[src/rtl/symbol_stream_decoder_if.sv]
// Bus bundle between the symbol stream decoder and its host/consumer.
// master: the decoder side. slave: the side that loads strings and takes symbols.
interface symbol_stream_decoder_if #(
  parameter int WIDTH = 64,
  parameter int CNT_W = 6
);
  logic [WIDTH-1:0] string_in;
  logic             load;
  logic             sym_ready;
  logic [2:0]       sym_out;
  logic             sym_valid;
  logic             busy;
  logic             done;
  logic             error;
  logic [CNT_W-1:0] sym_count;

  modport master (
    input  string_in, load, sym_ready,
    output sym_out, sym_valid, busy, done, error, sym_count
  );

  modport slave (
    output string_in, load, sym_ready,
    input  sym_out, sym_valid, busy, done, error, sym_count
  );
endinterface

[src/rtl/symbol_stream_decoder.sv]
// Decodes a packed unary-run sequence string (1^k 0 per symbol, oldest symbol
// at the top used bits) into symbol codes 1..4, one bit per clock, MSB-first.
module symbol_stream_decoder #(
  parameter int WIDTH   = 64,
  parameter int MAX_RUN = 4,
  parameter int CNT_W   = 6
) (
  input  logic                    clock,
  input  logic                    reset,
  symbol_stream_decoder_if.master bus
);

  typedef enum logic [2:0] {
    IDLE = 3'd0,
    SKIP = 3'd1,
    RUN  = 3'd2,
    EMIT = 3'd3,
    DONE = 3'd4,
    ERR  = 3'd5
  } state_t;

  state_t           state_q, state_d;
  logic [WIDTH-1:0] shreg_q, shreg_d;
  logic [6:0]       bits_left_q, bits_left_d;
  logic [2:0]       run_q, run_d;
  logic [CNT_W-1:0] sym_count_q, sym_count_d;
  logic [2:0]       sym_out_q, sym_out_d;
  logic             sym_valid_q, sym_valid_d;
  logic             busy_q, busy_d;
  logic             done_q, done_d;
  logic             error_q, error_d;

  logic             msb;
  logic [WIDTH-1:0] shreg_shifted;
  logic [6:0]       bits_left_dec;

  assign msb           = shreg_q[WIDTH-1];
  assign shreg_shifted = {shreg_q[WIDTH-2:0], 1'b0};
  assign bits_left_dec = bits_left_q - 7'd1;

  // Next-state logic: walk the string one bit per cycle, stall in EMIT until the consumer takes the symbol.
  always_comb begin
    state_d     = state_q;
    shreg_d     = shreg_q;
    bits_left_d = bits_left_q;
    run_d       = run_q;
    sym_count_d = sym_count_q;
    sym_valid_d = 1'b0;
    sym_out_d   = 3'd0;

    case (state_q)
      IDLE, DONE, ERR: begin
        if (bus.load) begin
          shreg_d     = bus.string_in;
          bits_left_d = 7'(WIDTH);
          run_d       = 3'd0;
          sym_count_d = '0;
          state_d     = SKIP;
        end
      end
      SKIP: begin
        if (bits_left_q == 7'd0) begin
          state_d = DONE;
        end else begin
          shreg_d     = shreg_shifted;
          bits_left_d = bits_left_dec;
          if (msb) begin
            run_d   = 3'd1;
            state_d = RUN;
          end
        end
      end
      RUN: begin
        if (bits_left_q == 7'd0) begin
          // String ended in the middle of a run of ones.
          state_d = ERR;
        end else if (msb) begin
          if (run_q == 3'(MAX_RUN)) begin
            state_d = ERR;
          end else begin
            shreg_d     = shreg_shifted;
            bits_left_d = bits_left_dec;
            run_d       = run_q + 3'd1;
          end
        end else if (run_q == 3'd0) begin
          // A zero right after a terminator: padding is only legal at the top.
          state_d = ERR;
        end else begin
          shreg_d     = shreg_shifted;
          bits_left_d = bits_left_dec;
          sym_valid_d = 1'b1;
          sym_out_d   = run_q;
          state_d     = EMIT;
        end
      end
      EMIT: begin
        if (bus.sym_ready) begin
          if (sym_count_q != '1) begin
            sym_count_d = sym_count_q + 1'b1;
          end
          run_d   = 3'd0;
          state_d = (bits_left_q == 7'd0) ? DONE : RUN;
        end else begin
          sym_valid_d = 1'b1;
          sym_out_d   = sym_out_q;
        end
      end
      default: state_d = IDLE;
    endcase

    busy_d  = (state_d == SKIP) || (state_d == RUN) || (state_d == EMIT);
    done_d  = (state_d == DONE);
    error_d = (state_d == ERR);
  end

  // State and registered outputs; reset aborts any decode in progress.
  always_ff @(posedge clock or negedge reset) begin
    if (!reset) begin
      state_q     <= IDLE;
      shreg_q     <= '0;
      bits_left_q <= 7'd0;
      run_q       <= 3'd0;
      sym_count_q <= '0;
      sym_out_q   <= 3'd0;
      sym_valid_q <= 1'b0;
      busy_q      <= 1'b0;
      done_q      <= 1'b0;
      error_q     <= 1'b0;
    end else begin
      state_q     <= state_d;
      shreg_q     <= shreg_d;
      bits_left_q <= bits_left_d;
      run_q       <= run_d;
      sym_count_q <= sym_count_d;
      sym_out_q   <= sym_out_d;
      sym_valid_q <= sym_valid_d;
      busy_q      <= busy_d;
      done_q      <= done_d;
      error_q     <= error_d;
    end
  end

  assign bus.sym_out   = sym_out_q;
  assign bus.sym_valid = sym_valid_q;
  assign bus.busy      = busy_q;
  assign bus.done      = done_q;
  assign bus.error     = error_q;
  assign bus.sym_count = sym_count_q;

endmodule

[src/flat_wrapper.sv]
// flat-port wrapper written by rule: the top's interface ports become plain ports
module symbol_stream_decoder_flat 
#(
  parameter int WIDTH   = 64,
  parameter int MAX_RUN = 4,
  parameter int CNT_W   = 6
)
  (clock, reset, bus_string_in, bus_load, bus_sym_ready, bus_sym_out, bus_sym_valid, bus_busy, bus_done, bus_error, bus_sym_count);
  symbol_stream_decoder_if #(.WIDTH(WIDTH), .CNT_W(CNT_W)) bus_i ();
  input  logic clock;
  input  logic reset;
  input wire logic [$bits(bus_i.string_in)-1:0] bus_string_in;
  input wire logic [$bits(bus_i.load)-1:0] bus_load;
  input wire logic [$bits(bus_i.sym_ready)-1:0] bus_sym_ready;
  output wire logic [$bits(bus_i.sym_out)-1:0] bus_sym_out;
  output wire logic [$bits(bus_i.sym_valid)-1:0] bus_sym_valid;
  output wire logic [$bits(bus_i.busy)-1:0] bus_busy;
  output wire logic [$bits(bus_i.done)-1:0] bus_done;
  output wire logic [$bits(bus_i.error)-1:0] bus_error;
  output wire logic [$bits(bus_i.sym_count)-1:0] bus_sym_count;
  assign bus_i.string_in = bus_string_in;
  assign bus_i.load = bus_load;
  assign bus_i.sym_ready = bus_sym_ready;
  assign bus_sym_out = bus_i.sym_out;
  assign bus_sym_valid = bus_i.sym_valid;
  assign bus_busy = bus_i.busy;
  assign bus_done = bus_i.done;
  assign bus_error = bus_i.error;
  assign bus_sym_count = bus_i.sym_count;
  symbol_stream_decoder #(.WIDTH(WIDTH), .MAX_RUN(MAX_RUN), .CNT_W(CNT_W)) u_core (.clock(clock), .reset(reset), .bus(bus_i));
endmodule
[config.mk]
export PLATFORM = sky130hd
export DESIGN_NAME = symbol_stream_decoder_flat
export DESIGN_NICKNAME = d
export VERILOG_FILES = /design/src/rtl/symbol_stream_decoder_if.sv /design/src/rtl/symbol_stream_decoder.sv /design/src/flat_wrapper.sv
export SDC_FILE = /design/constraint.sdc
export NUM_CORES = 1
export LEC_CHECK = 0
export CAP_MARGIN = 20
export CORE_MARGIN = 2
export CORE_UTILIZATION = 40
export DETAILED_ROUTE_END_ITERATION = 12
export GPL_TIMING_DRIVEN = 0
export PLACE_DENSITY_LB_ADDON = 0.1
export SLEW_MARGIN = 0
export SYNTH_ARGS = -nofsm -noshare
export SYNTH_HDL_FRONTEND = slang
export SYNTH_SLANG_ARGS = --single-unit
[constraint.sdc]
create_clock -name clock -period 2.6 [get_ports clock]
set_input_delay 0.39 -clock clock [delete_from_list [all_inputs] [get_ports clock]]
set_output_delay 0.39 -clock clock [all_outputs]
set_load 0.01 [all_outputs]
==> impl_results.md <==
* Combinational share of power at 53.9%
* Sequential element share of the synthesized area at 51.9%
* Cts bufs inserted at 9
* Bufs and invs on worst path at 3
* CP most frequent cell: buf_2
* Row count at 38
* Port buffer count at 80
* Post-Route WL at 9.64 mm
* Final nets at 547
* Routability Congestion at 0.833
* CTS tree: done
* Post-Synth XOR/XNOR Area at 0.605%
* Number of global-route vias before repair at 3293
* Clock Skew at 0.00877 ns
* Net Sw Frac at 40.4%
* Maximum number of pins on one net before global-route repair at 62
* Critical path's slowest cell: clkdlybuf4s50_1
* # IOs at 81
* Initial Utilization at 40.6%
* Routed wire per std cell at 15.5 um
* Largest delay share family, worst path: compound AO/OA/AOI/OAI gates
* Die ar. at 0.0117 sq mm
* Pre-antenna DRT Iters at 4
* Area occupied by multi-input gates at 0.00193 sq mm
* Worst Max-Slew Pin Slew at 0.939 ns
* Worst path depth at 7
* Clk Latency, worst-skew pair at 0.35 ns
* Synth Cell Area at 0.00434 sq mm
* Finished Layout Cells at 620
* Sw Pwr at 2920 uW
* Core footprint at 0.0107 sq mm
* Share of cells above drive strength 1 at 9.58%
* Final Hold Viols at 0
* RSZ-0062 raised after global routing: no
* ANT nets after route at 0
* Starting DRC count in detailed routing at 157
* Final setup vio count at 0
* Ordered cell list for the critical path: clkdlybuf4s50_1 -> nor2b_1 -> a21boi_2 -> o21ai_1 -> buf_2 -> buf_2 -> a221o_1
* Detailed-route DRC error count at 0
* FF/Latch Area at 0.00225 sq mm
* Slew margin rel. at 37.0%
* Vias per std cell at 5.42
* Max-slew violations at 0
* Fill count at 984
* Placed insts at 603
* #FFs+latches synth at 90
* # diodes at 0
* Mean Syn Cell Area at 11.4 sq um
* Number of synthesized flops with an enable pin at 0
* Reg clk slew, reported paths at 0.09 ns
* Clock sinks at 90
* Period utilization at 92.4%
* First-pass GRT wire length at 16.2 mm
* CTS max path bufs at 2
* Static Leak at 0.00236 uW
* Worst R2R Path Depth at 7
* Outcome: finished, final reports clean
* Dpl hpwl at 6.81 mm
* H-tree depth at 3
* Clock Tree Root: clkbuf_8
* Final min period at 2.40 ns
* Vias at 3362
* Max-capacitance violation count at 0
* Fmax at 0.416 GHz
* Combinational family with the most area after synthesis: compound AO/OA/AOI/OAI gates
* Chip height at 108 um
* CP arrival at 2.64 ns
* Yosys Warn Count at 0
* Mux cell area share after synthesis at 2.25%
* Hold crit path type: input port to async pin
* Initial antenna violation count at 0
* Flop pwr share at 33.9%
* Main synth FF type: dfrtp_1
* Pwr Density at 1310 mW/mm^2
* Final TNS setup at 0 ns
* Remaining Overflow, GRT at 0
* GRT Util Overall at 17.6%
* Critical path capture point type: register
* Yosys cell types at 56
* Reg2reg setup slack at 0.27 ns
* Die X at 108 um
* Area Growth Syn to Fin at 27.5%
* Startpoint type of the worst setup path: input port
* Compound-gate portion of the synthesized area at 23.0%
* Adder-cell area share of the yosys netlist at 1.15%
* FFs w/ async S/R, synth at 100%
* Synth Area in Simple Gates at 17.3%
* Post-Synthesis Cells at 382
* WS Path Type: input port to register
* Post-Syn Nets at 454
* Pint at 4310 uW
* Max VDD drop at 500 uV
* Clock power share at 12.3%
* Max stage delay on crit path at 0.53 ns
* Worst Path Required at 2.83 ns
* Worst-path fanout max at 10
sequential cells by signal, summed over array words and instances, names as in the netlist, 3 cells and up:
register	flops
u_core.bits_left_q	7
u_core.bus.sym_count	6
u_core.shreg_q	64
u_core.bus.sym_out	3
u_core.run_q	3
u_core.state_q	3
per-layer routing:
metal | track usage [%] | share of wire [%] | vias up
met3 | 5.06 | 5.0 | 7
met2 | 26.9 | 46 | 76
met5 | 0 | 0 | -
met1 | 24.9 | 48 | 1643
li1 | - | - | 1636
met4 | 4.12 | 0.80 | 0
through the flow:
step           power [uW]  worst slack, ns  util [%]  cell area [sq um]  hold slack (ns)
2_1_floorplan        5370            0.607         -               4340           0.0944
3_3_place_gp         6310            -2.23      49.7               5320            0.479
3_5_place_dp         6390           -0.454      49.9               5340            0.354
4_1_cts              7310            0.204      51.7               5540            0.491
5_1_grt              7890          0.00444      51.7               5540            0.524
6_report             7240            0.198      51.7               5540            0.498
synth_stat cells, types with 5 or more instances:
cell type,instances,share of area (%)
dfrtp_1,90,52
o21ai_0,7,0.81
clkbuf_1,15,1.3
nand3_1,7,0.81
a22o_1,7,1.4
a21oi_1,8,0.92
a221o_1,58,13
nor3_1,5,0.58
inv_1,11,0.95
or4_1,6,1.0
buf_2,12,1.4
nand2_1,14,1.2
and2_1,59,8.5
o211ai_1,5,0.86
nor2_1,8,0.69
power groups by stage:
stage / sequential (uW) / clock [uW] / combinational (uW)
after floorplan: 2380 / 0 / 2990
after global placement: 2460 / 0 / 3860
after detailed placement: 2450 / 0 / 3940
after CTS: 2440 / 925 / 3940
after global routing: 2520 / 979 / 4380
final: 2450 / 888 / 3900
final timing paths:
kind / to / start
max: u_core.shreg_q[48] / bus_load
min: u_core.bus.sym_valid / reset
max reg2reg: u_core.shreg_q[48] / u_core.state_q[1]
min reg2reg: u_core.shreg_q[49] / u_core.shreg_q[48]
max in group asynchronous: u_core.shreg_q[36] / reset
min in group clock: u_core.shreg_q[49] / u_core.shreg_q[48]
cells by family (layout without fill, tap and decap cells):
group / Yosys count / count (layout)
buf+inv: 39 / 137
xor+xnor: 3 / 3
simple gates: 124 / 124
flops: 90 / 90
compound gates: 113 / 113
fa+ha+maj: 4 / 4
mux: 9 / 9
cell type report:
| class | count | share of cell area (%) |
|---|---|---|
| Clock inverter | 6 | 0.746 |
| Tap cell | 140 | 3.16 |
| Inverter | 11 | 0.746 |
| Multi-Input combinational cell | 253 | 34.8 |
| Timing Repair Buffer | 82 | 15.1 |
| Buffer | 28 | 2.24 |
| Sequential cell | 90 | 40.7 |
| Clock buffer | 10 | 2.49 |
what timing repair did:
item	in CTS	in global routing
endpoints found under the setup margin	41	0
resized for setup	1	0
setup buffers	0	0
endpoints found under the hold margin	29	0
hold buffers	1	0
cell usage in the layout (no fill, tap or decap), drive strengths merged, types with 5 or more instances in the layout:
cell type,n
a221o,58
a21oi,8
nand3,7
or4,6
clkbuf,25
buf,15
o211ai,5
mux2,6
nor2,8
and2,59
a211oi,5
clkdlybuf4s50,79
nor3,6
a22o,7
o21ai,8
inv,12
dfrtp,90
nand2,14
Power figures use the tool's default switching activity.
